`src/rtl/pbc_pkg.sv`:
```
// Shared encodings and defaults for the pbcount family of event counters.
package pbc_pkg;

  localparam logic PBC_MODE_WRAP = 1'b0;
  localparam logic PBC_MODE_SAT  = 1'b1;
  localparam logic PBC_DIR_DOWN  = 1'b0;
  localparam logic PBC_DIR_UP    = 1'b1;

  localparam int PBC_DEF_WIDTH = 4;

endpackage

```
`src/rtl/pbc_edge_sync.sv`:
```
// Synchronises an async event line into syclk and emits a one-cycle evt per rising edge.
// Latency: evt is high SYNC_STAGES cycles after the first edge that samples si high; no backpressure.
module pbc_edge_sync #(
  parameter int SYNC_STAGES = 2
) (
  input  logic syclk,
  input  logic srst,
  input  logic si,
  output logic evt
);

  logic [SYNC_STAGES-1:0] sync_q;
  logic                   prev_q;

  always_ff @(posedge syclk or posedge srst) begin
    if (srst) begin
      sync_q <= '0;
      prev_q <= 1'b0;
    end else begin
      sync_q <= {sync_q[SYNC_STAGES-2:0], si};
      prev_q <= sync_q[SYNC_STAGES-1];
    end
  end

  // prev_q clears in reset, so a line held high through release yields one edge
  assign evt = sync_q[SYNC_STAGES-1] & ~prev_q;

endmodule

```
`src/rtl/pbcount.sv`:
```
// Up/down event counter with load, wrap/saturate, tc and ovf; compare output under PBCOUNT_CMP_EN.
// Latency: sfo/ovf update SYNC_STAGES+1 cycles after si is first sampled high; no backpressure.
module pbcount import pbc_pkg::*; #(
  parameter int               WIDTH       = PBC_DEF_WIDTH,
  parameter logic [WIDTH-1:0] MAX_VAL     = '1,
  parameter int               SYNC_STAGES = 2
) (
  input  logic             syclk,
  input  logic             srst,
  input  logic             si,
  input  logic             en,
  input  logic             dir,
  input  logic             mode,
  input  logic             ld,
  input  logic [WIDTH-1:0] ldval,
`ifdef PBCOUNT_CMP_EN
  input  logic [WIDTH-1:0] cmpval,
  output logic             cmp,
`endif
  output logic [WIDTH-1:0] sfo,
  output logic             tc,
  output logic             ovf
);

  logic             evt;
  logic [WIDTH-1:0] nxt_sfo;
  logic             nxt_ovf;

  pbc_edge_sync #(.SYNC_STAGES(SYNC_STAGES)) u_sync (
    .syclk (syclk),
    .srst  (srst),
    .si    (si),
    .evt   (evt)
  );

  always_comb begin
    nxt_sfo = sfo;
    nxt_ovf = 1'b0;
    if (ld) begin
      nxt_sfo = (ldval > MAX_VAL) ? MAX_VAL : ldval;
    end else if (evt && en) begin
      if (dir == PBC_DIR_UP) begin
        if (sfo >= MAX_VAL) begin
          nxt_ovf = 1'b1;
          nxt_sfo = (mode == PBC_MODE_SAT) ? MAX_VAL : '0;
        end else begin
          nxt_sfo = sfo + 1'b1;
        end
      end else begin
        if (sfo == '0) begin
          nxt_ovf = 1'b1;
          nxt_sfo = (mode == PBC_MODE_SAT) ? '0 : MAX_VAL;
        end else begin
          nxt_sfo = sfo - 1'b1;
        end
      end
    end
  end

  always_ff @(posedge syclk or posedge srst) begin
    if (srst) begin
      sfo <= '0;
      ovf <= 1'b0;
    end else begin
      sfo <= nxt_sfo;
      ovf <= nxt_ovf;
    end
  end

  assign tc = (dir == PBC_DIR_UP) ? (sfo == MAX_VAL) : (sfo == '0);

`ifdef PBCOUNT_CMP_EN
  // compares against the next value so cmp lines up with the sfo it describes
  always_ff @(posedge syclk or posedge srst) begin
    if (srst) cmp <= 1'b0;
    else      cmp <= (nxt_sfo == cmpval);
  end
`else
  // compare feature not built
`endif

endmodule

```
`config.mk`:
```
export PLATFORM = sky130hd
export DESIGN_NAME = pbcount
export DESIGN_NICKNAME = d
export VERILOG_FILES = /design/src/rtl/pbc_pkg.sv /design/src/rtl/pbc_edge_sync.sv /design/src/rtl/pbcount.sv
export SDC_FILE = /design/constraint.sdc
export NUM_CORES = 1
export LEC_CHECK = 0
export BUFFER_PORTS_ARGS = -buffer_cell sky130_fd_sc_hd__clkbuf_2
export CORE_AREA = 2 2 39 41
export DETAILED_ROUTE_END_ITERATION = 12
export DIE_AREA = 0 0 41 43
export GPL_ROUTABILITY_DRIVEN = 0
export PLACE_DENSITY = 0.71
export SLEW_MARGIN = 5
export SYNTH_ARGS = -nofsm -noshare
export SYNTH_HDL_FRONTEND = slang
export SYNTH_SLANG_ARGS = --single-unit
```
`constraint.sdc`:
```
create_clock -name syclk -period 1.9 [get_ports syclk]
set_input_delay 0.475 -clock syclk [delete_from_list [all_inputs] [get_ports syclk]]
set_output_delay 0.475 -clock syclk [all_outputs]
set_load 0.01 [all_outputs]
```
==> Word level (Yosys, flattened, before mapping) <==
Cells that the tools add are included.
{ "totals": {"output_inout_bits": 6, "inputBits": 11, "reg_bits": 8, "wordCells": 28} }
{ "classes": {"reduce_logical": 3, "addsub": 2, "eq_ne": 1, "magnitude_cmp": 2, "bitwise_logic": 2, "muxes": 14} }
{ "ops": {"columns": ["op", "n"], "rows": [
  ["two-way mux 4 bit", 8],
  ["two-way mux 1 bit", 6],
  ["adder 4 x 1 -> 4 bit (second input constant)", 1],
  ["equality test 4 bit (second input constant)", 1],
  [">= comparator 4 bit (second input constant)", 1],
  ["> comparator 4 bit (second input constant)", 1],
  ["zero test 4 bit", 1],
  ["subtractor 4 x 1 -> 4 bit (second input constant)", 1],
  ["nonzero test 2 bit", 1],
  ["bitwise AND 1 bit", 1],
  ["logical AND 1 bit", 1],
  ["NOT 1 bit", 1]
]} }

==> Logic depth before layout (Yosys ltp) <==
Gate-level depths: netlist of the first run.
{ "depth": {"depth_word": 5, "mapped_depth": 6, "depth_no_buf": 6} }

==> By module <==
From an unflattened synthesis of the first run, not the netlist that was laid out.
{ "hier_totals": {"cells_unflattened": 71, "area_unflattened_um2": 568.0} }
{ "modules_own_cells": {"columns": ["module", "n_inst", "cells_each", "area_each_um2", "seq_area_each_um2"], "rows": [
  ["pbcount", 1, 66, 475.5, 125.1],
  ["pbc_edge_sync", 1, 5, 92.6, 75.1]
]} }

==> Least setup slack after synthesis of the first run <==
OpenSTA, ideal clock, no wires.
{ "synth_timing": {"path_kind": "flip-flop to output port", "from": "register sfo[0]", "to": "output tc", "arrival_ns": 1.261, "stages_incl_launch_ff": 6, "n_path_buf": 0, "setup_slack_ns": 0.164, "required_time_ns": 1.425, "path_cell_list": "dfrtp_1 -> inv_1 -> ha_1 -> nand2b_4 -> or3_4 -> nand2_2"} }
{ "synth_between": {"elab_chain_len": 2} }
{ "synth_rtl": {"columns": ["element", "line_no", "rtl"], "rows": [
  ["from (decl)", "pbcount.sv:20", "output logic [WIDTH-1:0] sfo,"],
  ["from (signal assigned)", "pbcount.sv:65", "sfo <= nxt_sfo;"],
  ["equality test 4 bit / zero test 4 bit (equally long branches)", "pbcount.sv:70", "assign tc = (dir == PBC_DIR_UP) ? (sfo == MAX_VAL) : (sfo == '0);"],
  ["two-way mux 1 bit *", "pbcount.sv:70", null],
  ["to (decl)", "pbcount.sv:21", "output logic tc,"]
]} }
Mark *: on every way between the ends. The rest lies on a longest branch, timed or not.

==> Worst setup path in the final report of the first run <==
Ends and elaborated chain as after synthesis.

==> results of run 1 <==
==> what timing repair did <==
action                                  4_1_cts  5_1_grt
cloned                                        0        0
setup buffers                                 2        2
pin swaps                                     2        1
resized for setup                             4        2
hold buffers                                  0        0
endpoints found under the setup margin        1        1
==> worst register-to-register path, stage by stage (launching register included) <==
cell and delay [ns]:
dfrtp_1 0.39, buf_4 0.17, ha_1 0.27, o211ai_1 0.18, o311ai_0 0.16, a31o_2 0.28
==> sequential cells by signal (all words and copies together) (netlist names) <==
| register | flops |
|---|---|
| ovf | 1 |
| sfo | 4 |
| u_sync.prev_q | 1 |
| u_sync.sync_q | 2 |
==> power breakdown <==
group	internal [mW]	switching [mW]	total, mW
Combinational	0.0917	0.0970	0.189
Clock	0.0721	0.0544	0.126
Sequential	0.183	0.00784	0.191
Total	0.347	0.159	0.506
==> per-layer routing <==
metal / up-vias / wire length, µm / track usage, %
met4: 0 / 0 / 2.00
met5: - / 0 / 0
met1: 279 / 610 / 20.9
met2: 19 / 679 / 27.5
met3: 0 / 64 / 7.85
li1: 303 / - / -
==> cells in the final DEF (no fill, tap or decap), drive strengths merged <==
cell type  count
a21oi          7
a31o           2
a31oi          4
and2           2
buf           10
clkbuf        18
dfrtp          8
ha             2
inv            7
mux2i          1
nand2         10
nand2b         3
nand3          1
nand3b         1
nand4          1
nor2           3
nor2b          1
nor3           1
nor3b          1
o211ai         2
o21ai          4
o221ai         1
o311ai         2
o31ai          2
or3            1
==> layout make-up <==
cell class              instances  share of cell area [%]
clock buffers                   3                    2.95
inverters                       7                    3.44
multi-input cells              52                    44.6
flip-flops and latches          8                    26.2
well taps                      16                    2.62
repair buffers                 25                    20.2
==> cell families after synthesis <==
kind of cell / count (synthesis) / share of synthesized area [%]
AO/OA/AOI/OAI: 24 / 25.6
adder cells (fa/ha/maj): 2 / 4.17
buffers and inverters: 11 / 12.1
flip-flops: 8 / 33.3
multiplexers: 1 / 1.67
AND/OR/NAND/NOR: 25 / 23.1
==> worst min path at each step <==
stage,start,slack [ns],to
after floorplan,srst,0.29,ovf
after global routing,srst,0.16,u_sync.prev_q
after detailed placement,u_sync.sync_q[0],0.34,u_sync.sync_q[1]
after global placement,u_sync.sync_q[0],0.33,u_sync.sync_q[1]
after CTS,srst,0.14,u_sync.sync_q[1]
final,srst,0.13,u_sync.prev_q
==> reports/metrics.yaml, run 1 <==
timing:
  whs_ns: 0.134
  fin_crit_sh_pct: 101
  slew-limit-headroom_pct: 75.6
  skew_ns: 0.00514
  fmax_mhz: 520
  worst_slack_ns: -0.0245
  fin_setup_tns_ns: -0.0245
  fin_crit_ns: 1.92
  rsz0062_at_grt: "true"
  worstMarginPinSlew_ns: 0.362
  hold_viol: 0
  setup_viol: 1
  slew_violations: 0
logic_synthesis:
  synth_cell_type_count: 29
  synth_top_area_share_pct: 33.3
  synth_most_common_cell: "nand2_1"
  syn_inst: 71
  synth.area.top_cells: "dfrtp_1, a21oi_1, nand2_1"
  synth-edff-count: 0
  yosysWarningCount: 0
  async_flop_share_pct: 100
  synthTopCellsByCount: "nand2_1, dfrtp_1, a21oi_1, inv_1, a31oi_1"
  ys_seq_area_share_pct: 33.3
  synth_area_um2: 601
  synth_ff_type: "dfrtp_1"
  synth_seq_cells: 8
  syn_nets: 84
  yosysTopAreaCell: "dfrtp_1"
  postSynthAreaPerCell_um2: 8.46
floorplan:
  die_w_um: 41
  core_um2: 1380
  top_level_ports: 17
  chipHeight_um: 43
  dieArea_um2: 1760
  start_util_pct: 43.4
  rows: 14
drt:
  first_pass_iters: 4
  routed_wl_um: 1350
  routed_via_density: 5.41
  antenna_left: 0
  routedWlPerCell_um: 12.2
  drcViolationCount: 0
  vias: 601
  drtIter0Drc: 16
finish:
  layout.cells.non_filler: 111
  antenna_cells: 0
  syn2layout_area_growth_pct: 27.1
  multiInputGateArea_um2: 340
  regArea_um2: 200
  postLayoutCoreUtil_pct: 55.2
  drive_gt1_share_pct: 37.9
  fin_area_um2: 763
  design.final.nets: 110
  fillerInstances: 129
critical_path:
  critPathSlowestCell: "dfrtp_1"
  start_kind: "register"
  required_ns: 1.42
  crit_family: "simple AND/OR/NAND/NOR gates"
  cp-startpoint: "sfo[0]"
  crit_cells: 6
  r2r_cells: 5
  cp.arrival_ns: 1.45
  path_cells: "inv_2 -> ha_4 -> nand2b_4 -> or3_4 -> nand2_2 -> buf_6"
  cp-endpoint: "tc"
  critPathMaxFanout: 5
  r2r_setup_slack_ns: 0.35
  cp-end-kind: "primary output"
  slowest_delay_ns: 0.39
  regToRegEndpoint: "sfo[3]"
  path_class: "register to primary output"
  critPathBufInv: 2
  reg2reg_from: "sfo[0]"
pwr:
  power_uw: 506
  max-vdd-ir-drop_mv: 0.458
  power.leakage_nw: 0.370
  p_per_area_nw_per_um2: 663
placement:
  port_buffers: 16
  place_inst: 104
  hpwl_um: 1050
  place_ws_ns: 0.124
  placed_area_um2: 692
outcome:
  violations: "setup timing"
  status: "finished, violations left"
clock_network:
  clk_path_buf_depth: 2
  cts.sinks: 8
  numCtsBuffers: 3
  clk_latency_ns: 0.25
  h-tree-depth: 1
  cts_tree: "done"
  clk_pin_slew_ns: 0.05
  cts_root_buf: "clkbuf_4"
flow_run:
  drv_cap: 0
grt:
  grt_max_degree: 14
  grt_antenna_before_repair: 0
  grt_usage_pct: 17.1
  overflow: 0
  grt_pass1_vias: 500
  grt_first_pass_wirelength_um: 2040
worst_hold_path:
  hold_class: "primary input to async pin"
Power figures use the tool's default switching activity.
==> run 2, diff against run 1 <==
--- a/config.mk
+++ b/config.mk
@@ -11,6 +11,7 @@
 export DIE_AREA = 0 0 41 43
 export GPL_ROUTABILITY_DRIVEN = 0
 export PLACE_DENSITY = 0.71
+export SKIP_CTS_REPAIR_TIMING = 1
 export SLEW_MARGIN = 5
 export SYNTH_ARGS = -nofsm -noshare
 export SYNTH_HDL_FRONTEND = slang
==> constraint.sdc (replaced) <==
create_clock -name syclk -period 1.9 [get_ports syclk]
set_input_delay 0.19 -clock syclk [delete_from_list [all_inputs] [get_ports syclk]]
set_output_delay 0.19 -clock syclk [all_outputs]
set_load 0.01 [all_outputs]
==> run 2 against run 1 <==
The flow now finishes without violations. Global-route usage increased by 0.29 points. Combinational power decreased by 29%. Critical path depth unchanged. Clock power about the same. Clock skew increased by 0.0019 ns. Non-clock buffer count decreased by 8. Register-to-register slack improved by 0.05 ns. Worst hold slack got worse by 0.075 ns. Via count decreased by 9.2%. Sequential share of layout area increased by 2.8 points. Setup slack improved by 0.10 ns. Critical endpoint unchanged. Utilization decreased by 5.3 points.
==> reports/metrics.yaml, run 2 (synthesis results as in run 1) <==
outcome:
  status: "finished clean"
finish:
  antenna_cells: 0
  regMostFlops: "sfo"
  syn2layout_area_growth_pct: 14.8
  reg.largest.list: "sfo: 4 flops, u_sync.sync_q: 2 flops"
  fillerInstances: 138
  largest_register_ff_count: 4
  layout_commonest_cell: "clkbuf_2"
  layout.cells.non_filler: 103
  postLayoutCoreUtil_pct: 49.8
  final_cell_mix: "clkbuf_2, nand2_1, dfrtp_1"
  drive_gt1_share_pct: 28.7
  design.final.nets: 102
placement:
  port_buffers: 16
  hpwl_um: 999
  place_inst: 99
drt:
  first_pass_iters: 4
  drtIter0Drc: 11
  routed_wl_um: 1250
  routed_via_density: 5.30
  vias: 546
  antenna_left: 0
  routedWlPerCell_um: 12.1
  drcViolationCount: 0
clock_network:
  clk_pin_slew_ns: 0.05
  clk_latency_ns: 0.25
  cts_root_buf: "clkbuf_4"
  clk_path_buf_depth: 2
  cts_tree: "done"
  numCtsBuffers: 3
  cts.sinks: 8
  h-tree-depth: 1
floorplan:
  top_level_ports: 17
  start_util_pct: 43.4
  dieArea_um2: 1760
  core_um2: 1380
  chipHeight_um: 43
  rows: 14
  die_w_um: 41
critical_path:
  start_kind: "register"
  reg2reg_from: "sfo[0]"
  cp-end-kind: "primary output"
  cp.arrival_ns: 1.63
  path_class: "register to primary output"
  r2r_cells: 6
  regToRegEndpoint: "sfo[0]"
  critPathMaxFanout: 8
  required_ns: 1.71
  r2r_setup_slack_ns: 0.40
timing:
  whs_ns: 0.0592
  slew-limit-headroom_pct: 73.1
  fin_crit_ns: 1.82
  skew_ns: 0.00700
  fmax_mhz: 549
  slew_violations: 0
  worstMarginPinSlew_ns: 0.404
  fin_crit_sh_pct: 95.9
  hold_viol: 0
  setup_viol: 0
worst_hold_path:
  hold_depth: 1
  hold_path_end: "u_sync.sync_q[0]"
  min-delay-start: "si"
  hold_class: "primary input to register"
grt:
  grt_usage_pct: 17.4
  grt_antenna_before_repair: 0
  overflow: 0
  grt_first_pass_wirelength_um: 2060
  grt_max_degree: 15
  grt_pass1_vias: 482
flow_run:
  drv_cap: 0
pwr:
  power_uw: 465
  max-vdd-ir-drop_mv: 0.457
  p_per_area_nw_per_um2: 675
  power.leakage_nw: 0.329
[run 2: cell types whose count changed in the layout (fill, tap and decap cells not counted), sizes merged]
| cell | previous run | this run |
|---|---|---|
| dlygate4sd3 | 0 | 1 |
| buf | 10 | 0 |
| clkbuf | 18 | 19 |
[run 2: stage by stage]
step / cell area (µm²) / setup slack (ns) / TNS [ns]
2_1_floorplan: 601 / 0.449 / 0
3_3_place_gp: 654 / 0.350 / 0
3_5_place_dp: 654 / 0.314 / 0
4_1_cts: 677 / 0.0422 / 0
5_1_grt: 689 / -0.00549 / -0.00549
6_report: 689 / 0.0781 / 0
[run 2: report_power, final]
group          switching (mW)  internal, mW  total [mW]  leakage (nW)
logic                  0.0715        0.0626       0.134         0.218
clock network          0.0537        0.0720       0.126        0.0138
registers              0.0228         0.183       0.206        0.0973
total                   0.148         0.317       0.465         0.329
[run 2: worst max path at each step]
stage                     startpoint  endpoint  slack (ns)
final                         sfo[0]        tc        0.08
after global routing          sfo[0]        tc      -0.005
after CTS                     sfo[0]        tc        0.04
after detailed placement      sfo[0]        tc        0.31
after global placement        sfo[0]        tc        0.35
after floorplan               sfo[0]        tc        0.45
[run 2: layer usage]
layer  vias to the layer above  share of wire (%)  wire length [µm]  global-route usage [%]
met1                       242                 45               565                    20.5
li1                        285                  -                 -                       -
met4                         0                  0                 0                    4.00
met2                        19                 50               629                    27.8
met5                         -                  0                 0                       0
met3                         0                4.4                55                    7.85
[run 2: worst max-delay path: stages, from the launching register on]
cell and delay (ns):
dfrtp_1 0.45, inv_1 0.11, ha_2 0.22, nand2b_4 0.07
or3_4 0.33, nand2_2 0.08, clkbuf_2 0.13
[run 2: cell type report]
cell class / instances / area (µm²) / share of cell area [%]
flip-flops and latches: 8 / 200 / 29.0
well taps: 16 / 20.0 / 2.90
clock buffers: 3 / 22.5 / 3.27
inverters: 7 / 26.3 / 3.81
multi-input cells: 52 / 330 / 47.9
repair buffers: 17 / 90.1 / 13.1
==> run 3, diff against run 2 <==
--- a/config.mk
+++ b/config.mk
@@ -6,11 +6,11 @@
 export NUM_CORES = 1
 export LEC_CHECK = 0
 export BUFFER_PORTS_ARGS = -buffer_cell sky130_fd_sc_hd__clkbuf_2
-export CORE_AREA = 2 2 39 41
+export CORE_MARGIN = 2
+export CORE_UTILIZATION = 44
 export DETAILED_ROUTE_END_ITERATION = 12
-export DIE_AREA = 0 0 41 43
 export GPL_ROUTABILITY_DRIVEN = 0
-export PLACE_DENSITY = 0.71
+export PLACE_DENSITY = 0.72
 export SKIP_CTS_REPAIR_TIMING = 1
 export SLEW_MARGIN = 5
 export SYNTH_ARGS = -nofsm -noshare
==> constraint.sdc (replaced) <==
create_clock -name syclk -period 1.6 [get_ports syclk]
set_input_delay 0.16 -clock syclk [delete_from_list [all_inputs] [get_ports syclk]]
set_output_delay 0.16 -clock syclk [all_outputs]
set_load 0.01 [all_outputs]
==> run 3 against run 2 <==
The flow now finishes with violations (setup timing). Routed wire length rose by 6.5%. Final cell count is 0.97% higher. Setup slack got worse by 0.15 ns. Sequential share of layout area decreased by 1.2 points. Die area shrank 4.9%. Final area rose by 4.4%. Utilization increased by 6.2 points. Via count is 7.1% higher. Critical endpoint unchanged. Largest power group unchanged.
==> reports/metrics.yaml, run 3 (synthesis results as in run 1) <==
outcome:
  status: "finished, violations left"
  violations: "setup timing"
pwr:
  max-vdd-ir-drop_mv: 0.593
  power_uw: 578
  power.leakage_nw: 0.341
  p_per_area_nw_per_um2: 803
grt:
  grt_pass1_vias: 452
  overflow: 0
  grt_usage_pct: 17.8
  grt_antenna_before_repair: 0
  grt_first_pass_wirelength_um: 1890
  grt_max_degree: 15
critical_path:
  required_ns: 1.44
  cp-end-kind: "primary output"
  path_cells: "inv_2 -> ha_4 -> nand2b_4 -> or3_4 -> nand2_2 -> buf_6"
  critPathMaxFanout: 5
  path_class: "register to primary output"
  cp.arrival_ns: 1.51
  r2r_setup_slack_ns: 0.19
  critPathSlowestCell: "dfrtp_1"
  slowest_delay_ns: 0.42
  crit_family: "simple AND/OR/NAND/NOR gates"
  critPathBufInv: 2
  start_kind: "register"
placement:
  port_buffers: 16
  hpwl_um: 1040
  place_ws_ns: 0.0915
finish:
  layout_commonest_cell: "clkbuf_2"
  regMostFlops: "sfo"
  antenna_cells: 0
  syn2layout_area_growth_pct: 19.8
  drive_gt1_share_pct: 32.6
  design.final.nets: 104
  reg.largest.list: "sfo: 4 flops, u_sync.sync_q: 2 flops"
  largest_register_ff_count: 4
  final_cell_mix: "clkbuf_2, nand2_1, dfrtp_1"
timing:
  hold_viol: 0
  fin_crit_ns: 1.67
  setup_viol: 1
  slew-limit-headroom_pct: 73.4
  fin_crit_sh_pct: 104
  worstMarginPinSlew_ns: 0.399
  worst_slack_ns: -0.0703
  fmax_mhz: 599
  rsz0062_at_grt: "true"
  slew_violations: 0
  fin_setup_tns_ns: -0.0703
  whs_ns: 0.0178
  skew_ns: 0.00865
clock_network:
  h-tree-depth: 1
  numCtsBuffers: 3
  clk_path_buf_depth: 2
  cts.sinks: 8
  cts_tree: "done"
  cts_root_buf: "clkbuf_4"
  clk_latency_ns: 0.25
  clk_pin_slew_ns: 0.04
floorplan:
  die_w_um: 40.9
  dieArea_um2: 1680
  core_um2: 1280
  chipHeight_um: 40.9
  rows: 13
  start_util_pct: 46.7
  top_level_ports: 17
worst_hold_path:
  hold_class: "primary input to register"
drt:
  antenna_left: 0
  routed_wl_um: 1330
  dr_wl_met2_um: 630
  routedWlPerCell_um: 12.8
  drcViolationCount: 0
  routed_via_density: 5.63
  drtIter0Drc: 18
  vias: 585
  top_layer: "met4"
  met3WireLength_um: 72
  first_pass_iters: 4
  drt-met1-wl_um: 611
flow_run:
  drv_cap: 0
==> run 3: cell type report <==
class,count,area [µm²]
Inverter,7,26.3
Timing Repair Buffer,19,111
Sequential cell,8,200
Fill cell,135,566
Tap cell,15,18.8
Clock buffer,3,22.5
Multi-Input combinational cell,52,340
==> run 3: metrics by stage <==
step,area [µm²],util (%),cells
floorplan,601,-,71
global route,719,56.0,104
global placement,668,52.0,100
CTS,691,53.7,103
detailed placement,668,52.0,100
finish,719,56.0,104
==> run 3: routing by layer <==
layer  vias to the layer above  track usage [%]
met5                         -                0
met4                         0             5.00
met3                         2             8.15
met2                        18             26.6
met1                       272             22.7
li1                        293                -
==> run 3: final timing paths <==
path                             startpoint                to  depth (start not counted)
hold reg to reg            u_sync.sync_q[0]  u_sync.sync_q[1]                          0
max in group asynchronous              srst            sfo[0]                          3
setup reg to reg                     sfo[1]            sfo[3]                          4
min in group asynchronous              srst     u_sync.prev_q                          3
hold / removal                           si  u_sync.sync_q[0]                          1
setup / recovery                     sfo[1]                tc                          6
==> run 3: where the power goes <==
| group | internal, mW | switching, mW |
|---|---|---|
| Clock | 0.0854 | 0.0629 |
| Sequential | 0.217 | 0.0235 |
| Combinational | 0.0901 | 0.0984 |
